===== src/rtl/mac_operand_feeder_if.sv =====
// Upstream valid/ready operand channel feeding mac_operand_feeder.
// master = operand source, slave = feeder.
interface mac_operand_feeder_if #(
    parameter int WIDTH = 8
);
    logic             in_valid;
    logic             in_ready;
    logic [WIDTH-1:0] in_a;
    logic [WIDTH-1:0] in_b;
    logic [WIDTH-1:0] in_c;
    logic [WIDTH-1:0] in_d;
    logic             in_last;

    modport master (
        output in_valid, in_a, in_b, in_c, in_d, in_last,
        input  in_ready
    );

    modport slave (
        input  in_valid, in_a, in_b, in_c, in_d, in_last,
        output in_ready
    );
endinterface


===== src/rtl/mac_operand_feeder.sv =====
// Buffers operand quadruples in a small FIFO and presents one per clock to a
// dual-product MAC; zero operands when idle, done/vec_len mark vector completion.
module mac_operand_feeder #(
    parameter int WIDTH = 8,
    parameter int DEPTH = 4,
    parameter int CNT_W = 16
) (
    input  logic                     clock,
    input  logic                     reset,
    mac_operand_feeder_if.slave      up,
    input  logic                     stall,
    output logic [WIDTH-1:0]         a,
    output logic [WIDTH-1:0]         b,
    output logic [WIDTH-1:0]         c,
    output logic [WIDTH-1:0]         d,
    output logic                     done,
    output logic [CNT_W-1:0]         vec_len,
    output logic [$clog2(DEPTH):0]   fifo_level
);
    localparam int AW = $clog2(DEPTH);
    localparam int LW = AW + 1;

    typedef struct packed {
        logic [WIDTH-1:0] a;
        logic [WIDTH-1:0] b;
        logic [WIDTH-1:0] c;
        logic [WIDTH-1:0] d;
        logic             last;
    } entry_t;

    entry_t            mem [DEPTH];
    logic [AW-1:0]     wr_ptr;
    logic [AW-1:0]     rd_ptr;
    logic [CNT_W-1:0]  count;
    logic [CNT_W-1:0]  len_q;
    logic              last_q;

    logic              push;
    logic              pop;
    entry_t            head;
    logic [CNT_W-1:0]  count_inc;

    // in_ready depends only on the registered level, never on stall/in_valid.
    assign up.in_ready = (fifo_level != LW'(DEPTH));
    assign push        = up.in_valid && up.in_ready;
    assign pop         = !stall && (fifo_level != '0);
    assign head        = mem[rd_ptr];
    assign count_inc   = (count == '1) ? count : count + 1'b1;

    // NOTE: the storage array has no reset; pointers and level define which entries are live.
    always_ff @(posedge clock) begin
        if (push) begin
            mem[wr_ptr] <= '{a: up.in_a, b: up.in_b, c: up.in_c, d: up.in_d, last: up.in_last};
        end
    end

    // NOTE: non-blocking assignments throughout so every register samples pre-edge values.
    always_ff @(posedge clock or negedge reset) begin
        if (!reset) begin
            wr_ptr     <= '0;
            rd_ptr     <= '0;
            fifo_level <= '0;
            a          <= '0;
            b          <= '0;
            c          <= '0;
            d          <= '0;
            count      <= '0;
            len_q      <= '0;
            last_q     <= 1'b0;
            done       <= 1'b0;
            vec_len    <= '0;
        end else begin
            if (push) begin
                wr_ptr <= wr_ptr + 1'b1;
            end

            case ({push, pop})
                2'b10:   fifo_level <= fifo_level + 1'b1;
                2'b01:   fifo_level <= fifo_level - 1'b1;
                default: fifo_level <= fifo_level;
            endcase

            // Zero operands on every non-pop edge so the MAC holds its value.
            if (pop) begin
                rd_ptr <= rd_ptr + 1'b1;
                a      <= head.a;
                b      <= head.b;
                c      <= head.c;
                d      <= head.d;
                if (head.last) begin
                    count <= '0;
                    len_q <= count_inc;
                end else begin
                    count <= count_inc;
                end
            end else begin
                a <= '0;
                b <= '0;
                c <= '0;
                d <= '0;
            end

            // One-stage delay aligns done with the MAC having absorbed the last product.
            last_q <= pop && head.last;
            done   <= last_q;
            if (last_q) begin
                vec_len <= len_q;
            end
        end
    end
endmodule


===== src/flat_wrapper.sv =====
// flat-port wrapper written by rule: the top's interface ports become plain ports
module mac_operand_feeder_flat 
#(
    parameter int WIDTH = 8,
    parameter int DEPTH = 4,
    parameter int CNT_W = 16
)
  (clock, reset, stall, a, b, c, d, done, vec_len, fifo_level, up_in_valid, up_in_a, up_in_b, up_in_c, up_in_d, up_in_last, up_in_ready);
  mac_operand_feeder_if #(.WIDTH(WIDTH)) up_i ();
  input  logic clock;
  input  logic reset;
  input  logic stall;
  output logic [WIDTH-1:0] a;
  output logic [WIDTH-1:0] b;
  output logic [WIDTH-1:0] c;
  output logic [WIDTH-1:0] d;
  output logic done;
  output logic [CNT_W-1:0] vec_len;
  output logic [$clog2(DEPTH):0] fifo_level;
  input wire logic [$bits(up_i.in_valid)-1:0] up_in_valid;
  input wire logic [$bits(up_i.in_a)-1:0] up_in_a;
  input wire logic [$bits(up_i.in_b)-1:0] up_in_b;
  input wire logic [$bits(up_i.in_c)-1:0] up_in_c;
  input wire logic [$bits(up_i.in_d)-1:0] up_in_d;
  input wire logic [$bits(up_i.in_last)-1:0] up_in_last;
  output wire logic [$bits(up_i.in_ready)-1:0] up_in_ready;
  assign up_i.in_valid = up_in_valid;
  assign up_i.in_a = up_in_a;
  assign up_i.in_b = up_in_b;
  assign up_i.in_c = up_in_c;
  assign up_i.in_d = up_in_d;
  assign up_i.in_last = up_in_last;
  assign up_in_ready = up_i.in_ready;
  mac_operand_feeder #(.WIDTH(WIDTH), .DEPTH(DEPTH), .CNT_W(CNT_W)) u_core (.clock(clock), .reset(reset), .up(up_i), .stall(stall), .a(a), .b(b), .c(c), .d(d), .done(done), .vec_len(vec_len), .fifo_level(fifo_level));
endmodule

===== config.mk =====
export PLATFORM = sky130hd
export DESIGN_NAME = mac_operand_feeder_flat
export DESIGN_NICKNAME = d
export VERILOG_FILES = /design/src/rtl/mac_operand_feeder_if.sv /design/src/rtl/mac_operand_feeder.sv /design/src/flat_wrapper.sv
export SDC_FILE = /design/constraint.sdc
export NUM_CORES = 1
export LEC_CHECK = 0
export ABC_AREA = 1
export CAP_MARGIN = 20
export CORE_AREA = 3 3 136 138
export CTS_BUF_LIST = sky130_fd_sc_hd__clkbuf_8
export CTS_CLUSTER_DIAMETER = 60
export DETAILED_ROUTE_END_ITERATION = 16
export DIE_AREA = 0 0 139 141
export HOLD_SLACK_MARGIN = 0.02
export PLACE_DENSITY = 0.8
export SYNTH_ARGS = -nofsm -noshare
export SYNTH_HDL_FRONTEND = slang
export SYNTH_SLANG_ARGS = --single-unit

===== constraint.sdc =====
create_clock -name clock -period 4.7 [get_ports clock]
set_input_delay 0.705 -clock clock [delete_from_list [all_inputs] [get_ports clock]]
set_output_delay 0.705 -clock clock [all_outputs]
set_load 0.01 [all_outputs]

==> out/metrics.csv <==
stage,metric,value,unit
status,outcome,"finished, final reports clean",
timing,Rel. slew slack,27.8,%
floorplan,Die W,139,µm
synth,Post-Syn Area per Cell,11.7,µm²
pwr,Max VDD drop,372,µV
finish,most frequent cells in the layout,"nor2_1 (151), edfxtp_1 (132), nand2_1 (120), clkdlybuf4s50_1 (88), dfrtp_1 (88)",
grt,Total GRT Usage,18.3,%
routing,routed vias/inst,5.18,
placed_design,Buffers on Ports,89,
synth,Gate Count Post-Synth,742,
cts,CTS tree,built,
synth,Netlist cell types,32,
timing,period utilisation layout,51.0,%
critical_path,CP startpoint kind,flip-flop,
timing,final hold violation count,0,
cts,postcts setup bufs,0,
finish,"most common cell after layout, fill and taps aside",nor2_1,
cts,CTS H-tree lvls,2,
finish,n_diodes,0,
timing,maximum clock frequency,417,MHz
floorplan,Die ar.,19600,µm²
routing,Iter 0 DRT Violations,359,
routing,routed wire length,17.9,mm
pwr,Pwr Total,6.00,mW
finish,"Cell Count, Final, Fillers Out",1092,
cts,Worst-path clk slew,0.06,ns
critical_path,critical path peak fanout,4,
timing,RSZ-0062 raised after global routing,no,
synth,post-synthesis simple-gate area fraction,15.0,%
grt,total grt overflow,0,
synth,post-synthesis mux area share,1.82,%
cts,total clock buffers created by CTS,36,
timing,Tmin final,2.40,ns
cts,clock sink total,221,
synth,largest family of logic cells by synthesized area,simple AND/OR/NAND/NOR gates,
placed_design,gpl congestion,0.895,
pwr,P per Cell Area,576,nW/µm²
critical_path,CP Class,flip-flop to output port,
finish,Nets,887,
floorplan,# rows,48,
critical_path,CP bufs+invs,2,
floorplan,core footprint,17300,µm²
routing,WL per Instance,16.4,µm
critical_path,Critical Path Source,u_core.fifo_level[0],
synth,post-synth top area share,45.7,%
synth,largest area contributor in the netlist,edfxtp_1,
timing,slew of the pin with the lowest slew margin,1.08,ns
placed_design,dpl hpwl,10.5,mm
min_path,Hold/Removal Path Class,input port to asynchronous set/reset pin,
grt,first-pass GRT wire length,29.1,mm
critical_path,Crit path required time,3.99,ns
cts,post-CTS resize count,0,
timing,"Slew Viols, Final",0,
grt,vias in the first global route,5883,
routing,Vias,5659,
cts,Max clock buf depth,3,
critical_path,CP max stage cell,clkdlybuf4s50_1,
synth,Synth Net Count,786,
timing,setup_tns,0,ns
synth,Yosys warnings,0,
placed_design,placed insts,1028,
synth,complex-gate fraction of the synthesized area,6.53,%
synth,Post-Synth Adder-Cell Area,1.10,%
timing,Layout Skew,0.0275,ns
critical_path,CP arrival,1.69,ns
synth,Post-Synth XOR/XNOR Area,0.707,%
critical_path,crit-path leading delay family,buffers and inverters,
timing,"Setup violations, final",0,
finish,P&R area growth vs syn,20.2,%
floorplan,Die H,141,µm
floorplan,Initial Utilization,50.2,%
cts,Worst-Skew Late Latency,0.52,ns
cts,CTS Hold Bufs,0,
critical_path,CP Cell Sequence,inv_1 -> nand3_1 -> clkdlybuf4s50_1,
grt,antenna violations before repair,0,
floorplan,io pins,90,
timing,hold_ws,0.271,ns
routing,drt pass-1 iters,5,
finish,Filler Cells Inserted,1369,
critical_path,CP endpoint kind,output port,
flow_run,maxcap violations,0,
critical_path,CP max stage delay,0.54,ns
critical_path,Crit Reg-Reg Startpoint,u_core.fifo_level[0],
synth,register bit total from synthesis,221,
finish,share of layout cells above drive strength 1,10.0,%
synth,synthesized cell area,8680,µm²
routing,DRC,0,
synth,Area contributors post-synth,"edfxtp_1 (46%), dfrtp_1 (26%), nor2_1 (6.7%)",
routing,Antenna Nets Post-Route,0,
grt,largest net degree at the start of global routing,69,
synth,post-synthesis sequential area ratio,71.4,%
pwr,static leakage,4.19,nW
cts,CTS Root Cell,clkbuf_8,
[layer usage]
metal,GRT usage (%),share of wire [%],up-vias
li1,-,-,2702
met1,23.7,43,2757
met2,31.1,50,177
met3,4.21,5.6,23
met4,5.46,1.4,0
met5,0,0,-
[power breakdown]
part	switching, mW	internal [mW]	total (mW)
clock network	0.713	0.779	1.49
logic	1.10	0.696	1.80
registers	0.185	2.53	2.71
[path summary, 6_finish.rpt]
path,slack (ns),endpoint,depth (start not counted)
setup / recovery,2.30,up_in_ready,3
hold / removal,0.27,u_core.c[7],1
setup reg to reg,2.40,u_core.mem[0][15],4
hold reg to reg,0.47,u_core.len_q[7],2
max in group asynchronous,3.50,u_core.done,2
min in group clock,0.47,u_core.len_q[7],2
[sequential cells by signal (all words and copies together) (netlist names)]
register	flops
u_core.mem	132
u_core.count	16
u_core.len_q	16
u_core.vec_len	16
u_core.a	8
u_core.b	8
u_core.c	8
u_core.d	8
u_core.fifo_level	3
u_core.rd_ptr	2
u_core.wr_ptr	2
u_core.done	1
u_core.last_q	1
[kinds of logic after synthesis]
family / Yosys count
muxes: 14
buffers and inverters: 65
AOI/OAI and AO/OA: 113
adders and majority gates: 7
DFF: 221
xor gates and xnor gates: 7
and+or+nand+nor: 315
[worst register-to-register path: stages (launching register included)]
cell,delay (ns)
dfrtp_1,0.43
inv_1,0.10
nand3_1,0.11
nand2_1,0.30
nor2_4,0.94
[cell type report]
cell class                      count  area (µm²)  area share (%)
Sequential cell                   221        6190            59.4
Timing Repair Buffer               94         958            9.19
Clock buffer                       40         551            5.28
Clock inverter                     22        96.3           0.924
Inverter                           34         133            1.27
Multi-Input combinational cell    456        2210            21.2
Tap cell                          225         282            2.70
[Yosys cell counts]
cell / number
inv_1: 29
nor2_1: 155
inv_4: 2
nor2_4: 2
xnor2_1: 2
buf_6: 5
clkbuf_1: 13
nand2_4: 1
mux2_2: 14
o21ai_0: 71
nor3_2: 1
xor2_1: 5
nand2_2: 2
o21ai_1: 6
dfrtp_1: 89
ha_1: 6
nand4_1: 4
buf_2: 12
nand3_1: 22
edfxtp_1: 132
nand2_1: 120
fa_1: 1
inv_2: 3
nor2_8: 1
a21oi_1: 35
nand4_2: 1
or2_2: 2
nand3_2: 2
buf_1: 1
o22ai_1: 1
nor2_2: 1
nand3b_1: 1
[per-stage QoR]
stage / util [%] / instance area [µm²] / worst slack, ns
floorplan: - / 8680 / 1.98
global route: 60.3 / 10400 / 2.18
global placement: 56.3 / 9730 / 1.88
detailed placement: 56.3 / 9730 / 1.86
CTS: 60.0 / 10400 / 2.25
finish: 60.3 / 10400 / 2.30
(Power assumes the default switching activity.)
